$ cat src/rtl/counter_pkg.sv
`default_nettype none
// ============================================================================
// Module      : counter_pkg
// Description : Shared types and helpers for the counter library.
// Revision    : 1.0 - initial release
// ============================================================================
package counter_pkg;

    typedef enum logic {
        DIR_DOWN = 1'b0,
        DIR_UP   = 1'b1
    } count_dir_e;

    typedef enum logic {
        MODE_WRAP = 1'b0,
        MODE_SAT  = 1'b1
    } count_mode_e;

    // Wide enough for any WIDTH up to 32 plus a carry bit; callers size-cast the result.
    function automatic logic [32:0] clamp_to_max(input logic [32:0] v, input logic [32:0] max_v);
        return (v > max_v) ? max_v : v;
    endfunction

endpackage
`default_nettype wire

$ cat src/rtl/updown_next_calc.sv
`default_nettype none
// ============================================================================
// Module      : updown_next_calc
// Description : Combinational next-count, terminal-count and ovf/udf events.
// Revision    : 1.0 - initial release
// ============================================================================
module updown_next_calc
    import counter_pkg::*;
#(
    parameter int          WIDTH   = 8,
    parameter logic [31:0] MAX_VAL = 32'((64'd1 << WIDTH) - 64'd1)
) (
    input  logic [WIDTH-1:0] count_i,
    input  count_dir_e       dir_i,
    input  count_mode_e      mode_i,
    input  logic [WIDTH-1:0] step_i,
    output logic [WIDTH-1:0] next_o,
    output logic             tc_o,
    output logic             ovf_evt_o,
    output logic             udf_evt_o
);

    localparam logic [WIDTH:0] c_max  = {1'b0, MAX_VAL[WIDTH-1:0]};
    localparam logic [WIDTH:0] c_one  = {{WIDTH{1'b0}}, 1'b1};
    localparam logic [WIDTH:0] c_mod  = c_max + c_one;
    localparam logic [WIDTH:0] c_zero = '0;

    logic [WIDTH:0] w_cnt;
    logic [WIDTH:0] w_step;
    logic [WIDTH:0] w_sum;
    logic [WIDTH:0] w_diff;
    logic [WIDTH:0] w_res;

    assign w_cnt  = {1'b0, count_i};
    assign w_step = (WIDTH+1)'(clamp_to_max(33'(step_i), 33'(c_max)));
    assign w_sum  = w_cnt + w_step;
    assign w_diff = w_cnt - w_step;

    always_comb begin
        w_res     = w_cnt;
        tc_o      = 1'b0;
        ovf_evt_o = 1'b0;
        udf_evt_o = 1'b0;
        if (dir_i == DIR_UP) begin
            if (w_sum > c_max) begin
                ovf_evt_o = 1'b1;
                tc_o      = 1'b1;
                w_res     = (mode_i == MODE_SAT) ? c_max : (w_sum - c_mod);
            end else begin
                w_res = w_sum;
                tc_o  = (w_sum == c_max) && (w_step != c_zero);
            end
        end else begin
            if (w_step > w_cnt) begin
                udf_evt_o = 1'b1;
                tc_o      = 1'b1;
                // Add the modulus first so the WIDTH+1-bit intermediate never goes negative.
                w_res     = (mode_i == MODE_SAT) ? c_zero : (w_cnt + c_mod - w_step);
            end else begin
                w_res = w_diff;
                tc_o  = (w_diff == c_zero) && (w_step != c_zero);
            end
        end
    end

    assign next_o = WIDTH'(w_res);

endmodule
`default_nettype wire

$ cat src/rtl/updown_counter_param.sv
`default_nettype none
// ============================================================================
// Module      : updown_counter_param
// Description : Parametrised up/down counter with load, wrap/saturate, status.
// Revision    : 1.0 - initial release
// ============================================================================
module updown_counter_param
    import counter_pkg::*;
#(
    parameter int          WIDTH   = 8,
    parameter logic [31:0] MAX_VAL = 32'((64'd1 << WIDTH) - 64'd1),
    parameter logic [31:0] RST_VAL = 32'd0
) (
    input  logic             clk,
    input  logic             rst,
    input  logic             en,
    input  logic             up,
    input  logic [WIDTH-1:0] step,
    input  logic             sat,
    input  logic             load,
    input  logic [WIDTH-1:0] load_val,
    input  logic             clr_flags,
    output logic [WIDTH-1:0] count,
    output logic             at_max,
    output logic             at_min,
    output logic             tc,
    output logic             ovf,
    output logic             udf
);

    if ((WIDTH < 2) || (WIDTH > 32) || (MAX_VAL < 32'd1) ||
        ((WIDTH < 32) && (MAX_VAL >= (32'd1 << WIDTH))) || (RST_VAL > MAX_VAL)) begin : g_bad_params
        $error("updown_counter_param: illegal WIDTH/MAX_VAL/RST_VAL combination");
    end

    localparam logic [WIDTH-1:0] c_max_val = MAX_VAL[WIDTH-1:0];
    localparam logic [WIDTH-1:0] c_rst_val = RST_VAL[WIDTH-1:0];

    logic [WIDTH-1:0] count_q, count_d;
    logic             tc_q, tc_d;
    logic             ovf_q, ovf_d;
    logic             udf_q, udf_d;

    logic [WIDTH-1:0] w_next;
    logic             w_tc;
    logic             w_ovf_evt;
    logic             w_udf_evt;
    logic             w_update;

    updown_next_calc #(
        .WIDTH   (WIDTH),
        .MAX_VAL (MAX_VAL)
    ) u_next_calc (
        .count_i   (count_q),
        .dir_i     (count_dir_e'(up)),
        .mode_i    (count_mode_e'(sat)),
        .step_i    (step),
        .next_o    (w_next),
        .tc_o      (w_tc),
        .ovf_evt_o (w_ovf_evt),
        .udf_evt_o (w_udf_evt)
    );

    // A load suppresses the count update, so it also suppresses its flag events.
    assign w_update = en && !load;

    always_comb begin
        count_d = count_q;
        tc_d    = 1'b0;
        if (load) begin
            count_d = WIDTH'(clamp_to_max(33'(load_val), 33'(MAX_VAL)));
        end else if (en) begin
            count_d = w_next;
            tc_d    = w_tc;
        end
        ovf_d = (w_update && w_ovf_evt) || (ovf_q && !clr_flags);
        udf_d = (w_update && w_udf_evt) || (udf_q && !clr_flags);
    end

    always_ff @(posedge clk) begin
        if (rst) begin
            count_q <= c_rst_val;
            tc_q    <= 1'b0;
            ovf_q   <= 1'b0;
            udf_q   <= 1'b0;
        end else begin
            count_q <= count_d;
            tc_q    <= tc_d;
            ovf_q   <= ovf_d;
            udf_q   <= udf_d;
        end
    end

    assign count  = count_q;
    assign at_max = (count_q == c_max_val);
    assign at_min = (count_q == '0);
    assign tc     = tc_q;
    assign ovf    = ovf_q;
    assign udf    = udf_q;

endmodule
`default_nettype wire

$ cat config.mk
export PLATFORM = sky130hd
export DESIGN_NAME = updown_counter_param
export DESIGN_NICKNAME = d
export VERILOG_FILES = /design/src/rtl/counter_pkg.sv /design/src/rtl/updown_next_calc.sv /design/src/rtl/updown_counter_param.sv
export SDC_FILE = /design/constraint.sdc
export NUM_CORES = 1
export LEC_CHECK = 0
export ABC_AREA = 1
export BUFFER_PORTS_ARGS = -buffer_cell sky130_fd_sc_hd__buf_2
export CORE_MARGIN = 4
export CORE_UTILIZATION = 35
export CTS_CLUSTER_DIAMETER = 80
export CTS_CLUSTER_SIZE = 28
export DETAILED_ROUTE_END_ITERATION = 7
export GPL_TIMING_DRIVEN = 0
export PLACE_DENSITY = 0.56
export REMOVE_ABC_BUFFERS = 1
export SLEW_MARGIN = 10
export SYNTH_ARGS = -nofsm -noshare
export SYNTH_HDL_FRONTEND = slang
export SYNTH_SLANG_ARGS = --single-unit
$ cat constraint.sdc
create_clock -name clk -period 2 [get_ports clk]
set_input_delay 0 -clock clk [delete_from_list [all_inputs] [get_ports clk]]
set_output_delay 0 -clock clk [all_outputs]
set_load 0.005 [all_outputs]
### Word level (Yosys, flattened, before mapping)

Cells that the tools add are included.

| storage, ports and cells | value |
|---|---|
| register bits after elaboration | 11 |
| input bits | 23 |
| logic and storage cells | 44 |

| operators by class | value |
|---|---|
| add/subtract/negate cells | 5 |
| $lt $le $gt $ge | 2 |
| eq/ne operators | 2 |
| multiplexer cells | 14 |
| bitwise operators | 1 |
| reduce and logical (&&, ||, !) cells | 16 |

Operator list:

| operator | number |
|---|---|
| $mux 8 | 7 |
| $add 8x8->9 | 1 |
| $eq 9x8->1 const B | 1 |
| $gt 9x8->1 const B | 1 |
| $logic_not 9->1 | 1 |
| $reduce_bool 9->1 | 1 |
| $sub 8x8->9 | 1 |
| $add 8x1->8 const B | 1 |
| $eq 8x8->1 const B | 1 |
| $gt 8x8->1 | 1 |
| $logic_not 8->1 | 1 |
| $sub 8x1->8 const B | 1 |
| $sub 8x8->8 | 1 |
| $logic_and 1x1->1 | 7 |
| $mux 1 | 7 |
| $reduce_or 3->1 | 1 |
| $logic_not 1->1 | 2 |
| $logic_or 1x1->1 | 2 |
| $reduce_bool 2->1 | 1 |
| $not 1->1 | 1 |

### Logic depth before layout (Yosys ltp)

| depth | value |
|---|---|
| depth after elaboration | 7 |
| mapped depth | 16 |

### Hierarchy

Synthesis repeated with hierarchy kept, for this count alone.

| second synthesis, totals | value |
|---|---|
| cells, all modules | 284 |
| area, all modules | 1742.9 um^2 |

By module, submodules not included:

| module | instances | cells an instance | area an instance (um^2) | sequential area each (um^2) |
|---|---|---|---|---|
| updown_next_calc | 1 | 199 | 1126.1 | 0.0 |
| updown_counter_param | 1 | 85 | 616.8 | 220.2 |

### Least setup slack after synthesis

OpenSTA, ideal clock, no wires.

| timing path | value |
|---|---|
| kind | flip-flop to flip-flop |
| from | register count_q[0], in the netlist count[0] |
| to | register tc_q, in the netlist tc |
| arrival time | 1.683 ns |
| setup slack | 0.253 ns |
| cell stages (with the launch flop) | 15 |
| cell sequence | dfxtp_1 > inv_1 > ha_1 > fa_1 > inv_1 > nand2_1 > nand2_1 > nand2_1 > nand2_1 > nand3_1 > nor2_1 > nand4_1 > nand2_1 > inv_1 > nor2_1 |

| between the ends | value |
|---|---|
| longest elaborated chain between the ends | 5 |

Ends and longest elaborated chain:

| element | line | text |
|---|---|---|
| from (decl) | updown_counter_param.sv:39 | `logic [WIDTH-1:0] count_q, count_d;` |
| from (signal assigned) | updown_counter_param.sv:82 | `count_q <= c_rst_val;` |
| from (signal assigned) | updown_counter_param.sv:87 | `count_q <= count_d;` |
| branches (longest 4 deep; another with $add 8x8->9) | -- |  |
| $mux 1 (*) | updown_next_calc.sv:44 | `if (dir_i == DIR_UP) begin` |
| to (signal assigned) | updown_counter_param.sv:88 | `tc_q <= tc_d;` |
| to (decl) | updown_counter_param.sv:40 | `logic tc_q, tc_d;` |

Every way passes the cells marked *.
A chain may end at the register's enable or synchronous reset.

### Worst setup path after layout

Same ends and word-level chain as after synthesis.

==> results.md <==
* Vias in the first global route at 1715
* Synth async-reset ratio at 0%
* R2r setup slk at 110 ps
* Inserted Diodes at 0
* Tightest Pin Transition at 580 ps
* Tot GR Track Use at 16.9%
* Clk_lat worst skew at 240 ps
* Pin count of the biggest net entering global routing at 11
* Fraction of layout cells with a size suffix above 1 at 28.1%
* TritonCTS clock tree: built
* Via count at 1784
* RSZ-0062 raised after global routing: yes
* Fin nets at 359
* Warnings from Yosys at 0
* Cells after synthesis at 281
* First-pass GRT wire length at 8090 um
* CP Max Fanout at 5
* Peak VDD IR at 238 uV
* Detailed placement HPWL at 3980 um
* Congestion Overflow GR at 0
* Fin crit share at 94.3%
* DRC at 0
* Number of flops mapped to enable cells by yosys at 0
* Ranking of synthesized cells by area: nand2_1 21%, dfxtp_1 13%, ha_1 12%
* TritonCTS buffer count at 3
* Bufs on Longest Clock Path at 2
* Max-Cap Viols at 0
* Min-delay src: clr_flags
* Slew Limit Fails at 0
* CP required at 2180 ps
* Final hold slack at 29.2 ps
* Final core utilization at 44.9%
* Rows at 24
* Clk pin slew, worst setup/hold paths at 50 ps
* Sum of negative setup slack at 0 ps
* GPL Wtd Cong at 0.837
* CP endpoint kind: flip-flop
* Hold Path Class: in -> reg
* Iter 0 DRT Violations at 105
* Area leader, netlist: nand2_1
* Cells after DPL at 362
* ANT nets after route at 0
* Status: finished clean
* Hold Violations, Final at 0
* CP Class: reg -> reg
* Top FF cell, synth: dfxtp_1
* Top cells by count, synth: 94 x nand2_1, 39 x inv_1, 27 x nand3_1
* Seq/Total Area, Yosys at 13.2%
* Drt total wl at 4930 um
* Die X at 77.0 um
* Clk_skew at 0.877 ps
* # setup viols final at 0
* Layout overhead on the synthesized area at 20.3%
* Worst setup SP type: flip-flop
* Clk root buf: clkbuf_8
* Cell with the most instances after synthesis: nand2_1
* Leak at 1.10 nW
* Final Critical Period at 1890 ps
* Start of the worst register-to-register path: count[0]
* Non-Filler Instances at 369
* Die H at 77.0 um
* Crit path from: count[0]
* IO Count at 36
* Mapped cell area at 1670 um^2
* TritonRoute pass-1 iters at 4
* Fmax at 530 MHz
* Drt wl/cell at 13.4 um
* #FFs+latches synth at 11
* Port bufs at 35
* Synth Area per Inst at 5.94 um^2
* Relative slew margins at 61.2%
* Die Area at 5930 um^2
* Core area at 4470 um^2
* CP arrival at 2070 ps
* Initial core utilization at 37.3%
* Distinct cell type count after synthesis at 32
* Vias per Instance at 4.83
* CTS H-tree depth at 1
* Clock sink total at 11
* Power per cell area at 512 nW/um^2
* Post-synth top area share at 21.2%
* Initial antenna violation count at 0
## cell type report
class | instances | area, um^2
clock buffers | 4 | 45.0
inverters | 45 | 171
flip-flops and latches | 11 | 230
fillers | 497 | 2470
well taps | 52 | 65.1
repair buffers | 38 | 200
multi-input cells | 219 | 1290
## worst paths after layout
kind,endpoint,cells past startpoint
worst max register to register,tc,11
worst min-delay path,ovf,4
worst min register to register,ovf,2
worst max-delay path,tc,11
## through the flow
| step | power (mW) | setup slack (ps) | area [um^2] |
|---|---|---|---|
| 6_report | 1.03 | 114 | 2010 |
| 3_5_place_dp | 0.761 | -61.0 | 1860 |
| 3_3_place_gp | 0.761 | -66.4 | 1860 |
| 4_1_cts | 0.992 | 17.0 | 1910 |
| 2_1_floorplan | 0.615 | 240 | 1620 |
| 5_1_grt | 1.13 | -24.9 | 2010 |
## placed cells by master (no fill, tap or decap), drive strengths merged
| cell | instances |
|---|---|
| a21oi | 11 |
| a22oi | 2 |
| and2 | 1 |
| buf | 37 |
| clkbuf | 4 |
| dfxtp | 11 |
| dlygate4sd3 | 1 |
| fa | 2 |
| ha | 16 |
| inv | 45 |
| nand2 | 100 |
| nand3 | 30 |
| nand3b | 2 |
| nand4 | 8 |
| nor2 | 29 |
| nor3 | 2 |
| nor4 | 1 |
| o211ai | 1 |
| o21ai | 10 |
| o21bai | 1 |
| or2 | 1 |
| xnor2 | 1 |
| xor2 | 1 |
## routing by layer
layer	vias up	share of wire, %	track usage, %
met5	-	0	0
met4	0	0.69	2.67
met3	6	5.3	3.63
met2	45	45	27.1
met1	771	49	23.6
li1	962	-	-
## critical path: stages (launching register included)
cell and delay [ps]:
dfxtp_4 380, inv_4 40, ha_4 160, fa_2 550, nand4_1 80, nor2_1 140, nand3_2 90, nor2_1 100
nand4_1 90, nand2_1 80, inv_1 30, nor2_1 80
## what timing repair did
action | CTS | global route
resized for setup | 2 | 26
endpoints found under the hold margin | 2 | 0
hold buffers | 1 | 0
buffers inserted | 0 | 2
pin swaps | 0 | 8
endpoints found under the setup margin | 1 | 10
## sequential cells by signal, summed over array words and instances (netlist names)
signal,cells
ovf,1
count,8
udf,1
tc,1
## report_power, final
group / switching, mW / internal [mW] / leakage, nW
logic: 0.321 / 0.209 / 0.988
registers: 0.0342 / 0.238 / 0.0929
clock network: 0.0848 / 0.140 / 0.0228
## cell families (layout without fill, tap and decap cells)
logic type                 count (synthesis)  count (layout)  synth area share, %
buffers and inverters                     51              87                 13.2
adders and majority gates                 18              18                 14.4
and+or+nand+nor                          174             174                 47.1
xor gates and xnor gates                   2               2                 1.50
DFF                                       11              11                 13.2
AOI/OAI and AO/OA                         25              25                 10.6
Note: power is estimated with default switching activity, not from simulation.
